**src/rtl/dma_ch_sequencer.sv**
```systemverilog
// rtl/dma_ch_sequencer.sv - single-channel DMA beat sequencer with pause/stop/trigger control
// Optional trigger-out handshake after the last beat: define DMACH_TRIGOUT_EN.
module dma_ch_sequencer #(
    parameter int CNT_W = 16
) (
    input  logic             clk,
    input  logic             resetn,
    input  logic             enable_cmd,
    input  logic             disable_cmd,
    input  logic             pause_cmd,
    input  logic             resume_cmd,
    input  logic             stop_cmd,
    input  logic             use_src_trigin,
    input  logic             src_trigin,
    input  logic             src_trigin_sw,
    input  logic [2:0]       x_type,
    input  logic [2:0]       transize,
    input  logic [CNT_W-1:0] srcxsize,
    input  logic [CNT_W-1:0] desxsize,
    input  logic [31:0]      src_addr,
    input  logic [31:0]      des_addr,
    input  logic [15:0]      src_xaddr_inc,
    input  logic [15:0]      des_xaddr_inc,
    output logic             beat_req,
    output logic [31:0]      beat_src,
    output logic [31:0]      beat_des,
    output logic [2:0]       beat_size,
    output logic             beat_fill,
    input  logic             beat_ack,
    input  logic             beat_err,
    output logic             ch_busy,
    output logic             ch_paused,
    output logic             stat_done,
    output logic             stat_err,
`ifdef DMACH_TRIGOUT_EN
    output logic             trigout_req,
    input  logic             trigout_ack,
`endif
    output logic [CNT_W-1:0] remaining
);

    typedef enum logic [2:0] {
        S_IDLE,
        S_WAIT_TRIG,
        S_ISSUE,
        S_PAUSED,
        S_TRIGOUT
    } state_t;

    localparam logic [CNT_W-1:0] CNT_ONE = {{(CNT_W-1){1'b0}}, 1'b1};

    state_t            state;
    state_t            resume_state;
    logic              pend_pause;
    logic              pend_stop;
    logic [15:0]       src_inc;
    logic [15:0]       des_inc;

    logic              abort;
    logic              trig;
    logic              legal;
    logic [CNT_W-1:0]  load_cnt;
    logic [31:0]       src_next;
    logic [31:0]       des_next;

    assign abort    = stop_cmd | disable_cmd;
    assign trig     = src_trigin | src_trigin_sw;
    assign legal    = ((x_type == 3'b001) || (x_type == 3'b011)) && !transize[2];
    assign load_cnt = (x_type == 3'b011) ? desxsize : srcxsize;
    // Increment is in beat units: sign-extend, then scale by the beat size.
    assign src_next = beat_src + ({{16{src_inc[15]}}, src_inc} << beat_size);
    assign des_next = beat_des + ({{16{des_inc[15]}}, des_inc} << beat_size);

    always_ff @(posedge clk or negedge resetn) begin
        if (!resetn) begin
            state        <= S_IDLE;
            resume_state <= S_IDLE;
            pend_pause   <= 1'b0;
            pend_stop    <= 1'b0;
            src_inc      <= '0;
            des_inc      <= '0;
            beat_req     <= 1'b0;
            beat_src     <= '0;
            beat_des     <= '0;
            beat_size    <= '0;
            beat_fill    <= 1'b0;
            ch_busy      <= 1'b0;
            ch_paused    <= 1'b0;
            stat_done    <= 1'b0;
            stat_err     <= 1'b0;
            remaining    <= '0;
`ifdef DMACH_TRIGOUT_EN
            trigout_req  <= 1'b0;
`endif
        end else begin
            case (state)
                S_IDLE: begin
                    if (enable_cmd && !abort) begin
                        beat_src   <= src_addr;
                        beat_des   <= des_addr;
                        src_inc    <= src_xaddr_inc;
                        des_inc    <= des_xaddr_inc;
                        beat_size  <= transize;
                        beat_fill  <= (x_type == 3'b011);
                        stat_done  <= 1'b0;
                        stat_err   <= 1'b0;
                        pend_pause <= 1'b0;
                        pend_stop  <= 1'b0;
                        if (!legal) begin
                            stat_err  <= 1'b1;
                            remaining <= '0;
                        end else if (load_cnt == '0) begin
                            stat_done <= 1'b1;
                            remaining <= '0;
                        end else begin
                            remaining <= load_cnt;
                            ch_busy   <= 1'b1;
                            if (use_src_trigin) begin
                                state <= S_WAIT_TRIG;
                            end else begin
                                state    <= S_ISSUE;
                                beat_req <= 1'b1;
                            end
                        end
                    end
                end
                S_WAIT_TRIG: begin
                    if (abort) begin
                        state   <= S_IDLE;
                        ch_busy <= 1'b0;
                    end else if (pause_cmd) begin
                        state        <= S_PAUSED;
                        resume_state <= S_WAIT_TRIG;
                        ch_paused    <= 1'b1;
                    end else if (trig) begin
                        state    <= S_ISSUE;
                        beat_req <= 1'b1;
                    end
                end
                S_ISSUE: begin
                    // Commands arriving mid-beat are remembered until the ack.
                    if (abort)     pend_stop  <= 1'b1;
                    if (pause_cmd) pend_pause <= 1'b1;
                    if (beat_ack) begin
                        if (beat_err) begin
                            state      <= S_IDLE;
                            beat_req   <= 1'b0;
                            ch_busy    <= 1'b0;
                            stat_err   <= 1'b1;
                            stat_done  <= 1'b0;
                            pend_pause <= 1'b0;
                            pend_stop  <= 1'b0;
                        end else begin
                            remaining <= remaining - CNT_ONE;
                            beat_des  <= des_next;
                            if (!beat_fill) beat_src <= src_next;
                            if (abort || pend_stop) begin
                                state      <= S_IDLE;
                                beat_req   <= 1'b0;
                                ch_busy    <= 1'b0;
                                pend_pause <= 1'b0;
                                pend_stop  <= 1'b0;
                            end else if (remaining == CNT_ONE) begin
                                beat_req   <= 1'b0;
                                pend_pause <= 1'b0;
`ifdef DMACH_TRIGOUT_EN
                                state       <= S_TRIGOUT;
                                trigout_req <= 1'b1;
`else
                                state     <= S_IDLE;
                                ch_busy   <= 1'b0;
                                stat_done <= 1'b1;
`endif
                            end else if (pause_cmd || pend_pause) begin
                                state        <= S_PAUSED;
                                resume_state <= S_ISSUE;
                                beat_req     <= 1'b0;
                                ch_paused    <= 1'b1;
                                pend_pause   <= 1'b0;
                            end
                        end
                    end
                end
                S_PAUSED: begin
                    if (abort) begin
                        state     <= S_IDLE;
                        ch_busy   <= 1'b0;
                        ch_paused <= 1'b0;
                    end else if (resume_cmd) begin
                        state     <= resume_state;
                        ch_paused <= 1'b0;
                        beat_req  <= (resume_state == S_ISSUE);
                    end
                end
`ifdef DMACH_TRIGOUT_EN
                S_TRIGOUT: begin
                    if (abort) begin
                        state       <= S_IDLE;
                        ch_busy     <= 1'b0;
                        trigout_req <= 1'b0;
                    end else if (trigout_ack) begin
                        state       <= S_IDLE;
                        ch_busy     <= 1'b0;
                        trigout_req <= 1'b0;
                        stat_done   <= 1'b1;
                    end
                end
`endif
                default: begin
                    state    <= S_IDLE;
                    beat_req <= 1'b0;
                    ch_busy  <= 1'b0;
                end
            endcase
        end
    end

endmodule
```
**config.mk**
```make
export PLATFORM = sky130hd
export DESIGN_NAME = dma_ch_sequencer
export DESIGN_NICKNAME = d
export VERILOG_FILES = /design/src/rtl/dma_ch_sequencer.sv
export SDC_FILE = /design/constraint.sdc
export NUM_CORES = 1
export LEC_CHECK = 0
export CORE_MARGIN = 8
export CORE_UTILIZATION = 65
export CTS_BUF_LIST = sky130_fd_sc_hd__clkbuf_2
export DETAILED_ROUTE_END_ITERATION = 16
export DONT_BUFFER_PORTS = 1
export HOLD_SLACK_MARGIN = 0.1
export PLACE_DENSITY = 0.92
export SYNTH_ARGS = -nofsm -noshare
export SYNTH_HDL_FRONTEND = slang
export SYNTH_SLANG_ARGS = --single-unit
export TNS_END_PERCENT = 30
```
**constraint.sdc**
```tcl
create_clock -name clk -period 4.8 [get_ports clk]
set_input_delay 0.96 -clock clk [delete_from_list [all_inputs] [get_ports clk]]
set_output_delay 0.96 -clock clk [all_outputs]
set_load 0.03 [all_outputs]
```
==> reports/qor.txt <==
Outcome - complete, no violations
Max-slew violation count - 0
DR vias - 9,962
Type of the tightest min-delay check - in -> async
Max incr delay on CP - 0.84 ns
Post-synth EDFFs - 0
Chip Width - 141.9 um
# setup viols final - 0
TritonCTS clock tree - done
CP arrival - 5.02 ns
Share of the synthesized area in the top cell type - 30.86%
#FFs+latches synth - 127
Synth Instances - 1,328
Via density - 6.567
Clk root buf - clkbuf_2
FP Rows - 46
Crit-path cells - mux2_2, o21ai_0, o22ai_1, ha_1, a21oi_1, o22ai_1, o21ai_0, o21ai_1, nand4_1, a21oi_1, o21ai_1, o31ai_1, mux2i_1, nand3_1
Initial antenna violation count - 1
Total gr overflow - 0
Cts repair resizes - 0
Vias in the first global route - 9,358
Post-Syn Area - 0.01030 sq mm
Maximum vdd drop - 556.3 uV
Final hold vios - 0
Clock Skews - 0.03812 ns
CP Capture Type - flop
Startpoint Class - flop
CTS Buf Count - 17
Req. time, crit path - 5.41 ns
MaxCap Viol Count - 0
Worst setup path class - reg -> reg
Power Dens Cells - 867.1 mW/mm^2
H-tree levels - 4
Fin cells - 1,517
CTS Buffer Depth - 2
Rel. slew slack - 26.86%
Hold slack - 0.1593 ns
Average cell area after synthesis - 7.756 sq um
FFs w/ async S/R, synth - 100.0%
Routed Antenna Nets - 0
Die Y - 141.9 um
Initial DRC count - 806
Largest net degree at the start of global routing - 128
Synth top area cells - dfrtp_1 (31%), nand2_1 (9.1%), ha_1 (7.8%)
Dpl cells - 1,483
Residual DRC - 0
Routed WL - 30,520 um
Final Util - 67.84%
Final HPWL DP - 23,020 um
Slowest-stage cell, CP - dfrtp_2
Post-CTS setup buffers - 0
Cell Area, Placed - 0.01041 sq mm
Area delta synth->final - 3.487%
Clk_lat worst skew - 0.73 ns
Pre-CTS setup slack - 0.5419 ns
First-pass GRT wire length - 48,580 um
Fmax - 226.7 MHz
Total GRT Usage - 30.11%
Initial Util - 65.55%
Total core area - 0.01571 sq mm
Setup WS post-layout - 0.3892 ns
Synth unique cells - 82
I/O Buffers - 0
Post-DR wirelength/cell - 20.12 um
Die ar. - 0.02013 sq mm
Syn. warnings - 0
Gpl congestion - 0.9244
Crit share post-route - 91.89%
Layout cells sized above 1 - 7.077%
Area leader, netlist - dfrtp_1
Post-synth top cells - nand2_1 (251), dfrtp_1 (127), a21oi_1 (124), o21ai_0 (116), nor2_1 (111)
RSZ-0062 raised after global routing - false
Layout Nets - 1,499
Register area share after synthesis - 30.86%
Syn Nets - 1,540
CP max FO - 30
Lkg Pwr - 4.870 nW
CTS Sinks - 127
Worst slew pin tran - 1.094 ns
Post-route cell area - 0.01066 sq mm
Setup_tns - 0 ns
Crit path time final - 4.411 ns
Total power - 9.242 mW
Most numerous cell in the Yosys netlist - nand2_1
Drt pass-1 iters - 5
Clock transition at path regs - 0.21 ns
I/O Pins - 235
Synth Flop Type - dfrtp_1
## worst paths after layout
kind                                             to  depth (start not counted)                startpoint  slack [ns]
setup / recovery           beat_des[28]$_DFFE_PN0P_                         14  beat_size[0]$_DFFE_PN0P_        0.39
hold / removal             beat_des[25]$_DFFE_PN0P_                          1                    resetn        0.16
setup reg to reg           beat_des[28]$_DFFE_PN0P_                         14  beat_size[0]$_DFFE_PN0P_        0.39
hold reg to reg              src_inc[2]$_DFFE_PN0P_                          2    src_inc[2]$_DFFE_PN0P_        0.53
max in group asynchronous  beat_size[0]$_DFFE_PN0P_                          1                    resetn        4.10
min in group clk             des_inc[6]$_DFFE_PN0P_                          2          des_xaddr_inc[6]        0.32
## sequential cells by signal, indices dropped and copies added (netlist names)
register and flops:
ch_busy 1, stat_done 1, pend_stop 1, beat_req 1
resume_state 2, des_inc 16, beat_des 32, remaining 16
ch_paused 1, pend_pause 1, stat_err 1, state 2
beat_size 3, beat_src 32, beat_fill 1, src_inc 16
## repair_timing
action	in CTS	in global routing
setup endpoints to repair	0	0
hold buffers	1	0
hold endpoints to repair	127	0
## metal layers
layer	vias up	part of all wire [%]	track usage, %
met1	4657	40	37.34
met4	0	3.4	11.70
li1	4700	-	-
met3	80	9.5	8.367
met5	-	0	0
met2	525	47	48.86
## worst max-delay path: cells and delay by family, from the launching register on
kind	cells	cell delay, ns
AOI/OAI and AO/OA	9	2.15
adders and majority gates	1	0.39
DFF	1	0.84
muxes	2	0.66
and+or+nand+nor	2	0.30
## power by group
part | leakage, nW | switching [mW] | internal (mW)
logic | 3.19 | 3.43 | 2.37
registers | 1.55 | 1.29 | 1.49
clock network | 0.127 | 0.424 | 0.229
total | 4.87 | 5.15 | 4.09
## area by class of cell
type                    instances  area, sq um
diodes                          1        2.502
clock buffers                  18        90.09
clock inverters                14        125.1
fillers                      1295         5054
inverters                      27        101.3
multi-input cells            1100         6764
flip-flops and latches        127         3181
well taps                     216        270.3
repair buffers                 14        125.1
## layout by cell type (no fill, tap or decap), drive strengths merged, types with 12 or more instances in the layout
| master | count |
|---|---|
| nor3 | 31 |
| nand2 | 252 |
| buf | 14 |
| mux2i | 44 |
| xor2 | 14 |
| o21ai | 124 |
| nand3 | 30 |
| ha | 64 |
| nor2b | 14 |
| mux2 | 19 |
| a21oi | 124 |
| and3 | 15 |
| o22ai | 13 |
| clkbuf | 18 |
| o211ai | 16 |
| dfrtp | 127 |
| a21o | 23 |
| o21a | 15 |
| a31oi | 23 |
| xnor2 | 27 |
| nor2 | 112 |
| nand4 | 12 |
| inv | 25 |
## cell families after synthesis
group	after synthesis	synth area share (%)
AOI/OAI and AO/OA	413	24.49
xor gates and xnor gates	41	3.486
adders and majority gates	66	8.163
buffers and inverters	101	3.729
DFF	127	30.86
muxes	65	6.791
and+or+nand+nor	515	22.49
Note: power is estimated with default switching activity, not from simulation.
==> patch: new RTL, config.mk and constraints unchanged <==
The option `DMACH_TRIGOUT_EN` is turned on by a define.
--- a/src/rtl/dma_ch_sequencer.sv
+++ b/src/rtl/dma_ch_sequencer.sv
@@ -1,5 +1,7 @@
 // rtl/dma_ch_sequencer.sv - single-channel DMA beat sequencer with pause/stop/trigger control
 // Optional trigger-out handshake after the last beat: define DMACH_TRIGOUT_EN.
+`define DMACH_TRIGOUT_EN
+
 module dma_ch_sequencer #(
     parameter int CNT_W = 16
 ) (
Interface: changed (added trigout_ack and trigout_req); port bits go from 235 to 237. No check against the original RTL was run, so the function may have changed too.
==> patch against the unedited design <==
- synthesized area rose by 1.8%
- design area rose by 2.4%
- synthesized cell count fell by 1.7%
- sequential cell count rose by 2
- worst hold slack improved by 140 ps
- setup slack got worse by 33 ps
- non-clock buffer count rose by 3
- via count fell by 0.13%
- routed wire length rose by 1.7%
- global-route usage rose by 0.19 points
- critical endpoint is now beat_src[30]
Power is not shown: default switching activity piles up to over one toggle a cycle in this logic, so the estimate is an artifact.
==> patch: results (changes against the unedited design) <==
| Metric | Value |
|---|---|
| Mux share of post-synthesis cell area | `10.3% (was 6.79%)` |
| Iteration-0 DRC Markers | `1146 (was 806)` |
| Tot GR Track Use | `30.3% (was 30.1%)` |
| Hold WC Path Type | `in2reg (was in2async)` |
| Routed length on met1 | `13000 um (was 12300 um)` |
| Xor-xnor portion of the synthesized cell area | `4.01% (was 3.49%)` |
| Routed wire length on met2 | `14700 um (was 14300 um)` |
| Cell variety after synth | `65 (was 82)` |
| Status | `complete, no violations (unchanged)` |
| Slowest stage delay, CP | `870 ps (was 840 ps)` |
| Initial antenna violation count | `5 (was 1)` |
| Top cells by count, synth | `nand2_1, a21oi_1, o21ai_0 (was nand2_1, dfrtp_1, a21oi_1)` |
| Crit path arrival time | `5130 ps (was 5020 ps)` |
| DP Wirelength | `23300 um (was 23000 um)` |
| Clock Latency Late Sink | `790 ps (was 730 ps)` |
| Post-synthesis compound-gate area fraction | `24.0% (was 24.5%)` |
| Headroom to the max-slew limit | `37.9% (was 26.9%)` |
| Clk sinks | `129 (was 127)` |
| Final #Nets | `1482 (was 1499)` |
| Fillers | `1291 (was 1295)` |
| Largest net degree at the start of global routing | `130 (was 128)` |
| Top cells by area, synth | `dfrtp_1, ha_1, a21oi_1, o21ai_0, nand2_1 (was dfrtp_1, nand2_1, ha_1, a21oi_1, o21ai_0)` |
| Worst-path maximum fanout | `23 (was 30)` |
| Synth Area in Adders | `8.02% (was 8.16%)` |
| WL/cell | `20.7 um (was 20.1 um)` |
| Global-route wire length before repair | `49500 um (was 48600 um)` |
## patch: final timing paths
path / startpoint / end / slack [ps]
max reg2reg: beat_size[0] / beat_src[30] / 360
min: des_addr[22] / beat_des[22] / 300
min in group asynchronous: resetn / beat_req / 730
max: beat_size[0] / beat_src[30] / 360
min reg2reg: resume_state[0] / resume_state[0] / 540
max in group asynchronous: resetn / beat_size[0] / 3480
## patch: layer usage
| metal | vias up | global-route usage [%] |
|---|---|---|
| met5 | - | 0 |
| met4 | 0 | 10.7 |
| met3 | 49 | 7.91 |
| met2 | 491 | 48.6 |
| met1 | 4689 | 38.7 |
| li1 | 4720 | - |
## patch: cell type report
type                            count  area [um2]  share of cell area, %
Clock buffer                       18        90.1                  0.825
Tap cell                          216         270                   2.48
Clock inverter                     14         165                   1.51
Antenna cell                        5        12.5                  0.115
Sequential cell                   129        3230                   29.6
Timing Repair Buffer               17         150                   1.38
Inverter                           19        71.3                  0.653
Multi-Input combinational cell   1085        6920                   63.4
## patch: timing repair
action / 4_1_cts / 5_1_grt
hold endpoints to repair: 129 / 0
buffers inserted: 0 / 0
hold buffers: 2 / 0
## patch: stage by stage
step | cell area [um2] | util, % | setup slack, ps | std cells | hold WS (ps)
finish | 10900 | 69.0 | 356 | 1503 | 298
global route | 10900 | 69.0 | 12.2 | 1503 | 212
CTS | 10900 | 68.9 | 440 | 1498 | 247
detailed placement | 10600 | 67.0 | 471 | 1464 | 494
global placement | 10600 | 67.0 | 654 | 1464 | 484
floorplan | 10500 | - | 536 | 1306 | 463
